==> config.mk <==
export PLATFORM = sky130hd
export DESIGN_NAME = control_unit
export DESIGN_NICKNAME = d
export VERILOG_FILES = /design/src/rtl/control_unit.sv
export SDC_FILE = /design/constraint.sdc
export NUM_CORES = 1
export LEC_CHECK = 0
export CAP_MARGIN = 20
export CORE_UTILIZATION = 53
export DETAILED_ROUTE_END_ITERATION = 10
export DONT_BUFFER_PORTS = 1
export PLACE_DENSITY_LB_ADDON = 0.25
export SYNTH_ARGS = -nofsm -noshare
export SYNTH_HDL_FRONTEND = slang
export SYNTH_SLANG_ARGS = --single-unit
==> constraint.sdc <==
create_clock -name Clock -period 5.05 [get_ports Clock]
set_clock_uncertainty 0.05 [all_clocks]
set_input_delay 0.505 -clock Clock [delete_from_list [all_inputs] [get_ports Clock]]
set_output_delay 0.505 -clock Clock [all_outputs]
set_load 0.01 [all_outputs]
==> src/rtl/control_unit.sv <==
// rtl/control_unit.sv - multi-cycle control unit: fetch/decode/execute FSM with step counter; optional HALT via CU_HALT_EN
module control_unit (
    input  logic        Clock,
    input  logic        Reset_n,
    input  logic [15:0] IR_Out,
    input  logic [3:0]  ALU_FlagOut,
    output logic [2:0]  RF_O1Sel,
    output logic [2:0]  RF_O2Sel,
    output logic [1:0]  RF_FunSel,
    output logic [3:0]  RF_RSel,
    output logic [3:0]  RF_TSel,
    output logic [3:0]  ALU_FunSel,
    output logic [1:0]  ARF_OutASel,
    output logic [1:0]  ARF_OutBSel,
    output logic [1:0]  ARF_FunSel,
    output logic [3:0]  ARF_RSel,
    output logic        IR_LH,
    output logic        IR_Enable,
    output logic [1:0]  IR_Funsel,
    output logic        Mem_WR,
    output logic        Mem_CS,
    output logic [1:0]  MuxASel,
    output logic [1:0]  MuxBSel,
    output logic        MuxCSel,
    output logic        Halted
);

    typedef enum logic [2:0] {
        S_PRIME   = 3'd0,
        S_FETCH_L = 3'd1,
        S_FETCH_H = 3'd2,
        S_DECODE  = 3'd3,
        S_EXEC    = 3'd4,
        S_HALT    = 3'd5
    } state_t;

    localparam logic [3:0] OP_LDI = 4'h1;
    localparam logic [3:0] OP_ALU = 4'h2;
    localparam logic [3:0] OP_BRA = 4'h3;
    localparam logic [3:0] OP_BEQ = 4'h4;
    localparam logic [3:0] OP_INC = 4'h5;
    localparam logic [3:0] OP_DEC = 4'h6;
    localparam logic [3:0] OP_HLT = 4'hF;

    state_t     state_q, state_d;
    logic [2:0] e_q, e_d;
    logic [2:0] last_step;
    logic [1:0] dest_code;
    logic [3:0] dest;
    logic [3:0] opcode;
    logic       unused_flags;

    assign opcode       = IR_Out[15:12];
    assign unused_flags = ^ALU_FlagOut[3:1];
    assign dest_code    = (opcode == OP_ALU) ? IR_Out[7:6] : IR_Out[9:8];

    always_comb begin
        dest = 4'b0000;
        case (dest_code)
            2'b00: dest = 4'b1000;
            2'b01: dest = 4'b0100;
            2'b10: dest = 4'b0010;
            2'b11: dest = 4'b0001;
            default: dest = 4'b0000;
        endcase
    end

    // Index of the final EXEC step for each executable opcode.
    always_comb begin
        last_step = 3'd0;
        case (opcode)
            OP_LDI, OP_BRA, OP_BEQ: last_step = 3'd1;
            OP_ALU:                 last_step = 3'd4;
            default:                last_step = 3'd0;
        endcase
    end

    always_ff @(posedge Clock or negedge Reset_n) begin
        if (!Reset_n) begin
            state_q <= S_PRIME;
            e_q     <= 3'd0;
        end else begin
            state_q <= state_d;
            e_q     <= e_d;
        end
    end

    always_comb begin
        state_d = state_q;
        e_d     = e_q;
        case (state_q)
            S_PRIME:   state_d = S_FETCH_L;
            S_FETCH_L: state_d = S_FETCH_H;
            S_FETCH_H: state_d = S_DECODE;
            S_DECODE: begin
                e_d = 3'd0;
                case (opcode)
                    OP_LDI, OP_ALU, OP_BRA, OP_INC, OP_DEC: state_d = S_EXEC;
                    OP_BEQ:  state_d = ALU_FlagOut[0] ? S_EXEC : S_FETCH_L;
`ifdef CU_HALT_EN
                    OP_HLT:  state_d = S_HALT;
`else
                    OP_HLT:  state_d = S_FETCH_L;
`endif
                    default: state_d = S_FETCH_L;
                endcase
            end
            S_EXEC: begin
                if (e_q >= last_step) begin
                    e_d     = 3'd0;
                    state_d = S_FETCH_L;
                end else begin
                    e_d = e_q + 3'd1;
                end
            end
            S_HALT:    state_d = S_HALT;
            default:   state_d = S_PRIME;
        endcase
    end

    // Reset_n gates the decode so the idle set appears without waiting for an edge.
    always_comb begin
        RF_O1Sel    = 3'b000;
        RF_O2Sel    = 3'b000;
        RF_FunSel   = 2'b00;
        RF_RSel     = 4'b0000;
        RF_TSel     = 4'b0000;
        ALU_FunSel  = 4'b0000;
        ARF_OutASel = 2'b00;
        ARF_OutBSel = 2'b11;
        ARF_FunSel  = 2'b00;
        ARF_RSel    = 4'b0000;
        IR_LH       = 1'b0;
        IR_Enable   = 1'b0;
        IR_Funsel   = 2'b00;
        Mem_WR      = 1'b0;
        Mem_CS      = 1'b1;
        MuxASel     = 2'b00;
        MuxBSel     = 2'b00;
        MuxCSel     = 1'b0;
        Halted      = 1'b0;
        if (Reset_n) begin
            case (state_q)
                S_PRIME: begin
                    IR_Enable  = 1'b1;
                    IR_Funsel  = 2'b00;
                    ARF_FunSel = 2'b00;
                    ARF_RSel   = 4'b1000;
                end
                S_FETCH_L, S_FETCH_H: begin
                    Mem_CS     = 1'b0;
                    IR_Enable  = 1'b1;
                    IR_Funsel  = 2'b01;
                    ARF_FunSel = 2'b10;
                    ARF_RSel   = 4'b1000;
                    IR_LH      = (state_q == S_FETCH_H);
                end
                S_EXEC: begin
                    case (opcode)
                        OP_LDI: begin
                            MuxASel = 2'b10;
                            if (e_q == 3'd1) begin
                                RF_FunSel = 2'b01;
                                RF_RSel   = dest;
                            end
                        end
                        OP_ALU: begin
                            ALU_FunSel = IR_Out[11:8];
                            RF_O1Sel   = IR_Out[5:3];
                            RF_O2Sel   = IR_Out[2:0];
                            if (e_q == 3'd4) begin
                                RF_FunSel = 2'b01;
                                RF_RSel   = dest;
                            end
                        end
                        OP_BRA, OP_BEQ: begin
                            MuxBSel = 2'b10;
                            if (e_q == 3'd1) begin
                                ARF_FunSel = 2'b01;
                                ARF_RSel   = 4'b1000;
                            end
                        end
                        OP_INC: begin
                            RF_FunSel = 2'b11;
                            RF_RSel   = dest;
                        end
                        OP_DEC: begin
                            RF_FunSel = 2'b10;
                            RF_RSel   = dest;
                        end
                        default: ;
                    endcase
                end
`ifdef CU_HALT_EN
                S_HALT: Halted = 1'b1;
`endif
                default: ;
            endcase
        end
    end

endmodule

* Yosys cells after proc, flatten, opt, wreduce, memory -nomap -nowiden
Index checks and enable logic that the tools add are counted.
Storage, ports and cells: input port bits 22, word-level logic and storage cells 79, bits in registers 6, output and inout bits 42
Cells by class: reductions and logical operators 9, mux-type cells 49, add/sub/neg operators 1, magnitude comparators 1, equal/unequal tests 17
Operators with widths (count):
- $mux 4 | 10
- $mux 3 | 9
- $mux 2 | 10
- $pmux 3 s2 | 3
- $pmux 3 s6 | 1
- $pmux 4 s4 | 1
- $eq 4x3->1 const B | 3
- $pmux 4 s3 | 1
- $mux 1 | 11
- $eq 3x3->1 const B | 3
- $eq 4x2->1 const B | 2
- $pmux 2 s4 | 1
- $pmux 4 s2 | 1
- $eq 3x1->1 const B | 2
- $eq 3x2->1 const B | 2
- $reduce_or 2->1 | 3
- $reduce_or 3->1 | 2
- $reduce_or 5->1 | 1
- $eq 2x2->1 const B | 2
- $eq 4x1->1 const B | 1
- $pmux 2 s2 | 1
- $add 3x1->3 const B | 1
- $ge 3x3->1 | 1
- $logic_not 3->1 | 1
- other kinds (4) | 4

* Logic depth before layout (Yosys ltp)
depth in word-level cells 8, gate-level depth with buffers 8

* Worst setup path before layout
Ideal clock, no wire load.
kind input port to flip-flop, start in IR_Out[12], end reg state_q[0], path slack 2.716 ns, setup time 0.120 ns, data arrival time 2.164 ns, stages on the path 7, path through or3b_1 a21oi_1 ha_1 or3b_2 a21oi_2 nand2_1 and3_1
On the way: cells in the longest elaborated chain, start to end 5, elaborated cells between the ends (all ways) 13
RTL lines:
- from (decl) | RTL line 5 | input logic [15:0] IR_Out,
- $eq 4x3->1, or another cell as far along | RTL line 71, 97
- $reduce_or 3->1 | RTL line 71 | case (opcode)
- $pmux 3 s2 | RTL line 71
- $ge 3x3->1 | RTL line 109 | if (e_q >= last_step) begin
- $ne 2x2->1 (no source line)
- to (signal assigned) | RTL line 83 | state_q <= state_d;
- to (decl) | RTL line 45 | state_t state_q, state_d;
Parallel ways exist; a longest one is shown, timed or not. A chain may end at the register's enable or synchronous reset.

* Worst setup path after layout
start reg state_q[1], end out RF_RSel[2]
On the way: cells in the longest elaborated chain, start to end 3
RTL lines:
- $eq 3x3->1 | RTL line 143 | case (state_q)
- $mux 4 | RTL line 143
- $mux 4 | RTL line 142 | if (Reset_n) begin
- to (decl) | RTL line 10 | output logic [3:0] RF_RSel,
No other way between the ends.

==> key figures <==
Run status
  • Status: finished clean

Yosys
  • Seq/Total Area, Yosys: ~17%
  • Post-Synthesis Cells: between 100 and 150
  • Post-synthesis register bit count: 6
  • Post-synth cell types: 37
  • Top-count cell post-synth: buf_4
  • Number of enable flip-flop cells after synthesis: 0
  • Mapped Area: approximately 900 um^2
  • FFs w/ async S/R, synth: 100%
  • Synth top area share: between 15 and 20%
  • Yosys warnings: 0
  • Synth area leader: dfrtp_1
  • Synth Area per Inst: between 7 and 8 um^2
  • Dominant cells by area after synthesis: dfrtp_1 (17%), buf_4 (14%), and2_1 (8.3%)
  • Most frequent cells after synthesis: buf_4 (17), and2_1 (12), nor2_1 (8)
  • Most used flip-flop cell after synthesis: dfrtp_1

Clocking
  • H-tree depth reported by CTS: 1
  • CTS root buffer: clkbuf_4
  • CTS Hold Bufs: 1
  • Latest clock arrival within the worst-skew pair: 0.25 ns
  • Clk buf depth: 2
  • TritonCTS clock tree: done
  • Clock-pin slew on the worst setup and hold paths: roughly 0.040 ns
  • CTS buffer count: 3
  • Sink Count: 6
  • # Post-CTS Setup Buffers: 0
  • Post-cts sizing count: 0

Power
  • Comb power frac: about 45%
  • NetSw: 124 uW
  • Pwr Density: 307 nW/um^2
  • Clock share of power: between 10% and 20%
  • Pint: approximately 140 uW
  • Leakage Power: roughly 0.36 nW
  • Sw frac: 46.6%
  • Reg power frac: between 30% and 40%
  • Worst VDD drop: a little under 300 uV
  • Design Power: 267 uW

Critical path
  • CP arrival: around 2.0 ns
  • Worst-path cell chain: nand4bb_4 -> or2_1 -> o21bai_1 -> nor4_1
  • CP Launch Type: flop
  • Worst path required time: about 4.5 ns
  • Max incr delay on CP: 0.52 ns
  • CP Class: reg -> out
  • Crit. End Element: primary output
  • CP Max Fanout: 13
  • Critical-path top delay cell: dfrtp_1

Die
  • Die height: between 40 and 50 um
  • Die area: around 1900 um^2
  • Row count: 14
  • Ports: between 60 and 70
  • Initial Utilization: 58.6%
  • Die width: about 43 um
  • CORE AREA: roughly 1500 um^2

Timing
  • Final Hold Vio Count: 0
  • Tmin final: ~2.5 ns
  • Tcrit/Tclk final: between 50% and 60%
  • Worst Tran Pin Value: approximately 0.52 ns
  • Slew HR: roughly two thirds
  • Number of setup violations in the final report: 0
  • Setup_tns: 0 ns
  • RSZ-0062 raised after global routing: false
  • Hold_ws: 0.458 ns
  • Setup ws final: between 2 and 3 ns
  • Achievable Freq: 393 MHz
  • Max-slew violations: 0

Route
  • WL/cell: between 10 and 15 um
  • Detail Route Antenna Nets: 0
  • TritonRoute pass-1 iters: 4
  • Vias: around 740
  • Initial DRC Count: 30
  • Vias per cell: between 5 and 6
  • DRC viols: 0
  • Total Wirelength: approximately 1900 um

Placed design
  • Gpl congestion: 0.832
  • PortBufs: 0
  • Final HPWL DP: 1490 um
  • Place WS: approximately 2.6 ns

Final layout
  • Area growth from synthesis to layout: -3.60%
  • NumNets Final: 144
  • Share of cells above drive strength 1: around a tenth
  • Antenna Diode Count: 0
  • # fillers: between 100 and 150
  • Final core utilization: a little under three fifths

Global routing
  • First-pass GRT wire length: around 2800 um
  • Total Routing Usage GR: 19.8%
  • GRT overflow: 0
  • Initial antenna violation count: 0
  • Largest net degree at the start of global routing: 14
  • Vias in the first global route: 636

Hold path
  • Tightest Hold Check Type: in -> reg

Run
  • Max-cap violations: 0
layout by cell type, fill, tap and decap left out, drive strengths merged, types with 2 or more instances in the layout:
| master | synthesis | routed |
|---|---|---|
| nand2 | 6 | 6 |
| mux2i | 2 | 2 |
| clkbuf | 0 | 3 |
| nand3b | 2 | 2 |
| dfrtp | 6 | 6 |
| and2 | 12 | 12 |
| inv | 6 | 6 |
| nor2 | 9 | 9 |
| nand2b | 2 | 2 |
| a21oi | 6 | 6 |
| nor2b | 6 | 6 |
| nand3 | 2 | 2 |
| ha | 5 | 5 |
| o21ai | 6 | 6 |
| or3b | 2 | 2 |
| a211oi | 4 | 4 |
| nor4 | 4 | 4 |
| conb | 2 | 17 |
| mux2 | 2 | 2 |
power by group through the flow:
stage,Sequential [mW],Clock (mW),Combinational (mW)
floorplan,0.0740,0,0.139
global placement,0.100,0,0.114
detailed placement,0.101,0,0.116
CTS,0.101,0.0460,0.119
global route,0.105,0.0478,0.131
finish,0.103,0.0452,0.119
sequential cells by signal, summed over array words and instances (netlist names):
register and count:
e_q 3, state_q 3
metrics by stage:
| step | cell area (um^2) | std cells |
|---|---|---|
| 6_report | 871 | 131 |
| 2_1_floorplan | 960 | 131 |
| 3_5_place_dp | 838 | 127 |
| 4_1_cts | 871 | 131 |
| 5_1_grt | 871 | 131 |
| 3_3_place_gp | 838 | 127 |
per-layer routing:
metal | global-route usage (%) | vias up | wire length, um
li1 | - | 364 | -
met1 | 23.1 | 329 | 757
met2 | 37.0 | 49 | 978
met3 | 2.55 | 2 | 149
met4 | 5.45 | 0 | 10
met5 | 0 | - | 0
cell type report:
class | instances | area [um^2] | area share, %
Sequential cell | 6 | 150 | 17.2
Clock buffer | 3 | 22.5 | 2.59
Tap cell | 16 | 20.0 | 2.30
Multi-Input combinational cell | 99 | 646 | 74.1
Timing Repair Buffer | 1 | 10.0 | 1.15
Inverter | 6 | 22.5 | 2.59
worst paths after layout:
check | start | end | slack, ns | cells past startpoint
setup / recovery | state_q[1] | RF_RSel[2] | 2.50 | 4
hold / removal | IR_Out[15] | state_q[2] | 0.46 | 3
setup reg to reg | e_q[0] | e_q[1] | 3.06 | 6
hold reg to reg | e_q[2] | e_q[2] | 0.52 | 1
max in group asynchronous | Reset_n | state_q[2] | 4.20 | 1
min in group asynchronous | Reset_n | e_q[1] | 0.52 | 1
worst max-delay path, delay by kind of cell, from the launching register on:
| kind | cells | cell delay (ns) |
|---|---|---|
| simple gates | 3 | 0.99 |
| flops | 1 | 0.52 |
| compound gates | 1 | 0.23 |
logic make-up after synthesis:
logic type	share of synthesized area [%]
flops	16.6
other cells	0.831
buf+inv	18.1
xor+xnor	0.970
fa+ha+maj	6.93
simple gates	37.3
compound gates	14.5
mux	4.71
Power figures use the tool's default switching activity.
